==> src/rtl/i2s_tx.sv <==
// I2S master transmitter: SCK/WS generation, MSB-first serialisation on SDO,
// with a first-word fall-through sample FIFO written by the bus wrapper.
module i2s_tx #(
    parameter int unsigned DW = 32,
    parameter int unsigned AW = 4
) (
    input  logic          clk,
    input  logic          rst,
    input  logic          en,
    input  logic [7:0]    sck_prescaler,
    input  logic [5:0]    sample_size,
    input  logic          left_justified,
    input  logic [1:0]    channels,
    input  logic          fifo_wr,
    input  logic [DW-1:0] fifo_wdata,
    input  logic          fifo_clr,
    input  logic [AW-1:0] fifo_level_threshold,
    output logic          fifo_full,
    output logic          fifo_empty,
    output logic [AW:0]   fifo_level,
    output logic          fifo_level_below,
    output logic          underflow,
    output logic          overflow,
    output logic          sck,
    output logic          ws,
    output logic          sdo
);

    localparam int unsigned Depth    = 2 ** AW;
    localparam logic [AW:0] DepthLvl = (AW + 1)'(Depth);

    // ------------------------------------------------------------------
    // Sample FIFO
    // ------------------------------------------------------------------
    logic [DW-1:0] mem_q [Depth];
    logic [AW-1:0] wr_ptr_q;
    logic [AW-1:0] rd_ptr_q;
    logic [AW:0]   level_q;
    logic          push;
    logic          pop;
    logic          overflow_q;

    assign fifo_full        = (level_q == DepthLvl);
    assign fifo_empty       = (level_q == '0);
    assign fifo_level       = level_q;
    assign fifo_level_below = (level_q < {1'b0, fifo_level_threshold});
    assign push             = fifo_wr & ~fifo_full;
    assign overflow         = overflow_q;

    always_ff @(posedge clk) begin
        if (push) begin
            mem_q[wr_ptr_q] <= fifo_wdata;
        end
    end

    always_ff @(posedge clk) begin
        if (rst || fifo_clr) begin
            wr_ptr_q <= '0;
            rd_ptr_q <= '0;
            level_q  <= '0;
        end else begin
            if (push) begin
                wr_ptr_q <= wr_ptr_q + AW'(1);
            end
            if (pop) begin
                rd_ptr_q <= rd_ptr_q + AW'(1);
            end
            case ({push, pop})
                2'b10:   level_q <= level_q + (AW + 1)'(1);
                2'b01:   level_q <= level_q - (AW + 1)'(1);
                default: level_q <= level_q;
            endcase
        end
    end

    always_ff @(posedge clk) begin
        if (rst) begin
            overflow_q <= 1'b0;
        end else begin
            overflow_q <= fifo_wr & fifo_full;
        end
    end

    // ------------------------------------------------------------------
    // Serial generator
    // ------------------------------------------------------------------
    logic [7:0]  presc_q, presc_d;
    logic        sck_q, sck_d;
    logic        ws_q, ws_d;
    logic        sdo_q, sdo_d;
    logic        lj_q, lj_d;
    logic [4:0]  bit_ctr_q, bit_ctr_d;
    logic [31:0] shift_q, shift_d;
    logic        delay_d;
    logic        underflow_q, underflow_d;
    logic        fe;
    logic        boundary;
    logic        slot_en;
    logic [5:0]  eff_size;
    logic [5:0]  shamt;
    logic [31:0] head_ext;
    logic [31:0] load_val;

    if (DW >= 32) begin : g_head_trunc
        assign head_ext = mem_q[rd_ptr_q][31:0];
    end else begin : g_head_zext
        assign head_ext = {{(32 - DW){1'b0}}, mem_q[rd_ptr_q]};
    end

    assign fe       = en & (presc_q == '0) & sck_q;
    assign boundary = fe & (bit_ctr_q == 5'd31);
    // The slot being entered has ws = ~ws_q: old ws=1 means the left slot starts.
    assign slot_en  = ws_q ? channels[1] : channels[0];
    assign pop      = boundary & slot_en & ~fifo_empty;

    assign eff_size = ((sample_size == 6'd0) || (sample_size > 6'd32)) ? 6'd32 : sample_size;
    assign shamt    = 6'd32 - eff_size;
    assign load_val = head_ext << shamt;

    always_comb begin
        presc_d     = presc_q;
        sck_d       = sck_q;
        ws_d        = ws_q;
        sdo_d       = sdo_q;
        lj_d        = lj_q;
        bit_ctr_d   = bit_ctr_q;
        shift_d     = shift_q;
        delay_d     = 1'b0;
        underflow_d = boundary & slot_en & fifo_empty;

        if (en) begin
            if (presc_q == '0) begin
                presc_d = sck_prescaler;
                sck_d   = ~sck_q;
            end else begin
                presc_d = presc_q - 8'd1;
            end
        end

        if (fe) begin
            bit_ctr_d = bit_ctr_q + 5'd1;
            delay_d   = shift_q[31];
            if (boundary) begin
                ws_d    = ~ws_q;
                lj_d    = left_justified;
                shift_d = pop ? load_val : 32'd0;
            end else begin
                shift_d = {shift_q[30:0], 1'b0};
            end
            // In I2S mode the sdo register itself is the one-SCK delay stage.
            sdo_d = lj_d ? shift_d[31] : delay_d;
        end
    end

    always_ff @(posedge clk) begin
        if (rst || !en) begin
            presc_q   <= '0;
            sck_q     <= 1'b0;
            ws_q      <= 1'b1;
            sdo_q     <= 1'b0;
            lj_q      <= 1'b0;
            bit_ctr_q <= 5'd31;
            shift_q   <= '0;
        end else begin
            presc_q   <= presc_d;
            sck_q     <= sck_d;
            ws_q      <= ws_d;
            sdo_q     <= sdo_d;
            lj_q      <= lj_d;
            bit_ctr_q <= bit_ctr_d;
            shift_q   <= shift_d;
        end
    end

    always_ff @(posedge clk) begin
        if (rst) begin
            underflow_q <= 1'b0;
        end else begin
            underflow_q <= underflow_d;
        end
    end

    assign sck       = sck_q;
    assign ws        = ws_q;
    assign sdo       = sdo_q;
    assign underflow = underflow_q;

endmodule

==> config.mk <==
export PLATFORM = sky130hd
export DESIGN_NAME = i2s_tx
export DESIGN_NICKNAME = d
export VERILOG_FILES = /design/src/rtl/i2s_tx.sv
export SDC_FILE = /design/constraint.sdc
export NUM_CORES = 1
export LEC_CHECK = 0
export ABC_AREA = 1
export CAP_MARGIN = 20
export CORE_MARGIN = 8
export CORE_UTILIZATION = 38
export CTS_CLUSTER_SIZE = 25
export DETAILED_ROUTE_END_ITERATION = 8
export GPL_TIMING_DRIVEN = 0
export HOLD_SLACK_MARGIN = 0.12
export PLACE_DENSITY_LB_ADDON = 0.15
export SLEW_MARGIN = 20
export SYNTH_ARGS = -nofsm -noshare
export SYNTH_HDL_FRONTEND = slang
export SYNTH_SLANG_ARGS = --single-unit
==> constraint.sdc <==
create_clock -name clk -period 5.09 [get_ports clk]
set_input_delay 0.7635 -clock clk [delete_from_list [all_inputs] [get_ports clk]]
set_output_delay 0.7635 -clock clk [all_outputs]
set_load 0.05 [all_outputs]
# Yosys cells after proc, flatten, opt, wreduce, memory -nomap -nowiden
# Memories as Yosys holds them, arrays and structs flattened. A register that Yosys moved wholly into a read port is not among the register bits.
# Index checks and enable logic that the tools add are counted.
# totals
input_bits,58
register_bits,64
out_inout_bits,13
n_memories,1
wordCells,62
ramBits,512
# op_classes
eq_ne,4
n_mux,13
magnitude_cmp,2
reduce_logical,10
add_sub_neg,7
n_shift,1
bitwise_logic,12
# memory_table
name,words,word_bits,read_ports,rd_ports_with_merged_regs,wr,line,text
mem_q,16,32,1,1,1,35,logic [DW-1:0] mem_q [Depth];
# op_table
operator,n
two-way mux 32 bit,2
left shift 32 x 6 -> 32 bit,1
adder 5 x 1 -> 5 bit (second input constant),2
equality test 5 bit (second input constant),2
one-hot mux 5 bit (2 select lines),1
adder 4 x 1 -> 4 bit (second input constant),2
bitwise AND 1 bit,8
zero test 8 bit,1
two-way mux 4 bit,2
two-way mux 8 bit,1
subtractor 8 x 1 -> 8 bit (second input constant),1
greater-than comparator 6 bit (second input constant),1
zero test 6 bit,1
two-way mux 1 bit,6
two-way mux 6 bit,1
subtractor 6 bit (first input constant),1
zero test 5 bit,1
less-than comparator 5 x 4 -> 1 bit,1
subtractor 5 x 1 -> 5 bit (second input constant),1
inverter 1 bit,4
AND reduction 2 bit,2
logical OR 1 bit,3
equality test 2 x 1 -> 1 bit (second input constant),1
equality test 2 bit (second input constant),1
other kinds (2),2

# Depth between registers and ports, before layout
# logic_depth
depth_word,9
ltp_mapped,21

# Worst setup path before layout
# No wires, ideal clock.
# synth_path
path_kind,reg2reg
from,register level_q[1] (netlist: fifo_level[1])
to,register level_q[4] (netlist: fifo_level[4])
stages_incl_launch_ff,18
setup_ps,70
arrival_ps,3505
period_less_slack_ps,3575
setup_slack_ps,1515
path_buffers,0
path_cell_list,dfxtp_1 -> nor4_1 -> inv_1 -> nor2_1 -> inv_1 -> nand2_4 -> inv_1 -> ha_1 -> xor2_1 -> ha_1 -> a21o_1 -> nand2_1 -> nand2_1 -> a21oi_1 -> o21ai_0 -> a21oi_1 -> o21bai_1 -> a21oi_1
# synth_between
elab_chain_cells,5
word_cells_on_any_way,12
classes_between,2 x add/sub; 3 x eq/ne; 1 x mux; 4 x bitwise; 2 x reduce/logical
# synth_rtl
item,line,text
"start, declared",38,logic [AW:0] level_q;
"start signal, assigned",69,2'b10: level_q <= level_q + (AW + 1)'(1);
"start signal, assigned",70,2'b01: level_q <= level_q - (AW + 1)'(1);
"start signal, assigned",71,default: level_q <= level_q;
zero test 5 bit *,44,assign fifo_empty = (level_q == '0);
via fifo_empty,19,"output logic fifo_empty,"
inverter 1 bit *,114,assign pop = boundary & slot_en & ~fifo_empty;
bitwise AND 1 bit *,114,
via pop,40,logic pop;
equality test 2 x 1 -> 1 bit / equality test 2 bit (equally long branches),68,"case ({push, pop})"
one-hot mux 5 bit (2 select lines) / nonzero test 2 bit (equally long branches),--,
# Mark *: on every way through the listed nets, which the timed path passes. The rest lies on a longest branch.
# A chain may end at the register's enable or synchronous reset.

# Worst setup path after layout
# layout_path
from,input port fifo_level_threshold[1]
to,output port fifo_level_below
# layout_between
elab_chain_cells,1
# layout_rtl
item,line,text
"start, declared",17,"input logic [AW-1:0] fifo_level_threshold,"
less-than comparator 5 x 4 -> 1 bit,46,"assign fifo_level_below = (level_q < {1'b0, fifo_level_threshold});"
"end, declared",21,"output logic fifo_level_below,"
# No other way between the ends.

==> impl_metrics.py <==
metrics = {
    "grt": {
        "grt_max_degree": 18,
        "antenna_found_initial": 3,
        "grt_pass1_wl_um": 120800,
        "grt_overflow_total": 0,
        "grt_pass1_vias": 18210,
        "track_usage_pct": 21.34,
    },
    "sta": {
        "setup_viol": 0,
        "fmax_mhz": 271.7,
        "worstMarginPinSlew_ns": 0.8962,
        "finalHoldViolCount": 0,
        "rsz0062_at_grt": "false",
        "finalCriticalPeriod_ns": 3.681,
        "whs_ns": 0.4386,
        "slew_viol_final": 0,
        "fin_skew_ns": 0.03037,
        "setup_slack_ns": 1.409,
        "relSlewSlack_pct": 40.25,
        "finalCritPeriodShare_pct": 72.31,
    },
    "logic_synthesis": {
        "synth_simple_gate_area_share_pct": 24.74,
        "synth_edf_count": 512,
        "synthMuxAreaShare_pct": 0,
        "yosys_register_bits": 580,
        "synthesis.area_um2": 25180,
        "yosys-top-cells-area": "edfxtp_1, nand3_1, nand2_1",
        "syn_inst": 2350,
        "yosys-top-cells-count": "nand3_1, nand2_1, edfxtp_1, buf_2, dfxtp_1",
        "yosysTopAreaCellShare_pct": 61.06,
        "synth_top_family_by_area": "simple AND/OR/NAND/NOR gates",
        "ys_types": 47,
        "synth-async-reset-ratio_pct": 0,
        "seq_area_frac_synth_pct": 66.46,
        "yosys_warnings": 0,
        "synthFlopType": "edfxtp_1",
        "synthAdderAreaFrac_pct": 0.8447,
        "synth_compound_area_share_pct": 3.369,
        "synth_area_leader_cell": "edfxtp_1",
        "yosysMostFrequentCell": "nand3_1",
        "synth-xor-area-share_pct": 0.2733,
        "avgSynthCellArea_um2": 10.72,
        "synth_nets": 2425,
    },
    "critical_path": {
        "cp_data_arrival_time_ns": 2.92,
        "slowest_stage": "clkdlybuf4s50_1",
        "crit_family": "buffers and inverters",
        "crit_required_ns": 4.33,
        "critPathMaxStageDelay_ns": 0.84,
        "rrSetupSlack_ns": 1.73,
        "regToRegStartpoint": "presc_q[0]",
        "startpoint_type": "input port",
        "crit_fanout": 1,
        "worst-setup-path-type": "in -> out",
        "startpoint": "fifo_level_threshold[1]",
        "cp_cell_sequence": "clkdlybuf4s50_1 -> inv_1 -> ha_1 -> a21boi_0 -> o21ai_0 -> nand2_1 -> a211oi_1 -> clkdlybuf4s50_1",
        "end_kind": "primary output",
        "path_common_cell": "clkdlybuf4s50_1",
        "critPathBufInv": 3,
    },
    "clock_tree": {
        "cts_made_buffers": 61,
        "holdBufCountCts": 0,
        "root_buffer": "clkbuf_16",
        "clock_path_buffers": 3,
        "cts_max_level": 2,
        "clk_pin_slew_ns": 0.06,
        "ctsResizeCount": 0,
        "cts_sinks": 580,
        "cts_tree": "done",
        "cts_setup_buffers": 0,
        "clk_latency_ns": 0.65,
    },
    "finish": {
        "multi_input_area_um2": 7481,
        "regArea_um2": 16740,
        "nets": 2590,
        "nFillCells": 6019,
        "drive_above_1_share_pct": 10.46,
        "fin_area_um2": 29880,
        "post-route-util_pct": 45.45,
        "area_growth_pct": 18.67,
    },
    "detailed_routing": {
        "routed_via_density": 5.521,
        "totalWireLength_um": 81620,
        "vias": 18930,
        "drc": 0,
        "detail-route-antenna-nets": 0,
        "wl_per_cell_um": 23.81,
        "dr.pass1.iters": 5,
        "dr.first_iter.drc_count": 1759,
    },
    "pwr": {
        "vdd_ir_drop_max_v": 0.0002517,
        "p_per_area_nw_per_um2": 351.3,
        "power.leakage_uw": 0.01088,
        "finalPower_uw": 10500,
    },
    "die": {
        "core_area_um2": 65750,
        "die_width_um": 273.4,
        "start_util_pct": 38.30,
        "die_area_um2": 74760,
        "pin_count": 71,
        "die_h_um": 273.4,
        "rows": 94,
    },
    "placed_design": {
        "dp_hpwl_um": 56000,
        "gp_congestion": 0.8855,
        "place_ws_ns": 0.8218,
        "placed_cell_area_um2": 27850,
        "port_buffers": 70,
    },
    "status": {
        "status": "complete, no violations",
    },
    "worst_hold_path": {
        "hp-class": "reg -> reg",
        "hp-start": "presc_q[0]",
    },
    "flow_run": {
        "cap_viol_max_count": 0,
    },
}
worst paths after layout:
kind	to	cells past startpoint
worst max-delay path	fifo_level_below	8
worst min-delay path	presc_q[0]	1
worst max register to register	fifo_level[4]	21
worst min register to register	presc_q[0]	1
where the power goes:
group | switching [uW] | leakage (uW) | internal (uW)
sequential | 21.5 | 0.00518 | 5220
combinational | 480 | 0.00472 | 215
clock | 1870 | 0.000987 | 2680
flip-flops by register name, indices dropped and copies added, names as in the netlist, named ones only:
register    flops
underflow       1
ws              1
fifo_level      5
presc_q         8
sck             1
lj_q            1
bit_ctr_q       5
wr_ptr_q        4
rd_ptr_q        4
shift_q        32
overflow        1
mem_q         512
sdo             1
final cells by class:
class | instances | share of cell area (%)
buffer | 148 | 2.805
timing repair buffer | 102 | 4.915
clock buffer | 83 | 5.556
clock inverter | 28 | 1.235
antenna | 1 | 0.008374
multi-input combinational | 1557 | 25.03
sequential | 580 | 56.00
tap | 864 | 3.617
inverter | 65 | 0.8248
placed cells by master (no fill, tap or decap), drive strengths merged, types with 3 or more instances in the layout:
cell	count
nand3	685
bufinv	8
or2	3
clkinv	18
nor2	50
nand2	624
a21oi	65
nor3	6
clkdlybuf4s50	70
ha	17
nor3b	3
a31oi	10
o211ai	12
o21ai	43
edfxtp	512
o21a	7
dfxtp	68
clkbuf	113
inv	66
buf	150
xor2	7
nand4	12
logic make-up (layout without fill, tap and decap cells):
kind of cell / Yosys count / in the layout
other: 0 / 1
and+or+nand+nor: 1386 / 1386
adders and majority gates: 17 / 17
DFF: 580 / 580
AOI/OAI and AO/OA: 147 / 147
xor gates and xnor gates: 7 / 7
buffers and inverters: 213 / 426
layer usage:
layer / vias to the layer above / share of wire [%] / global-route usage [%]
li1: 8709 / - / -
met1: 9331 / 44 / 30.00
met2: 753 / 46 / 34.05
met3: 132 / 7.4 / 3.345
met4: 2 / 2.6 / 6.050
met5: - / 0.013 / 0
per-stage QoR:
stage               TNS (ns)  std cells
CTS                        0       3427
detailed placement         0       3316
global route               0       3428
floorplan                  0       2350
global placement     -277.32       3284
finish                     0       3428
(Power assumes the default switching activity.)
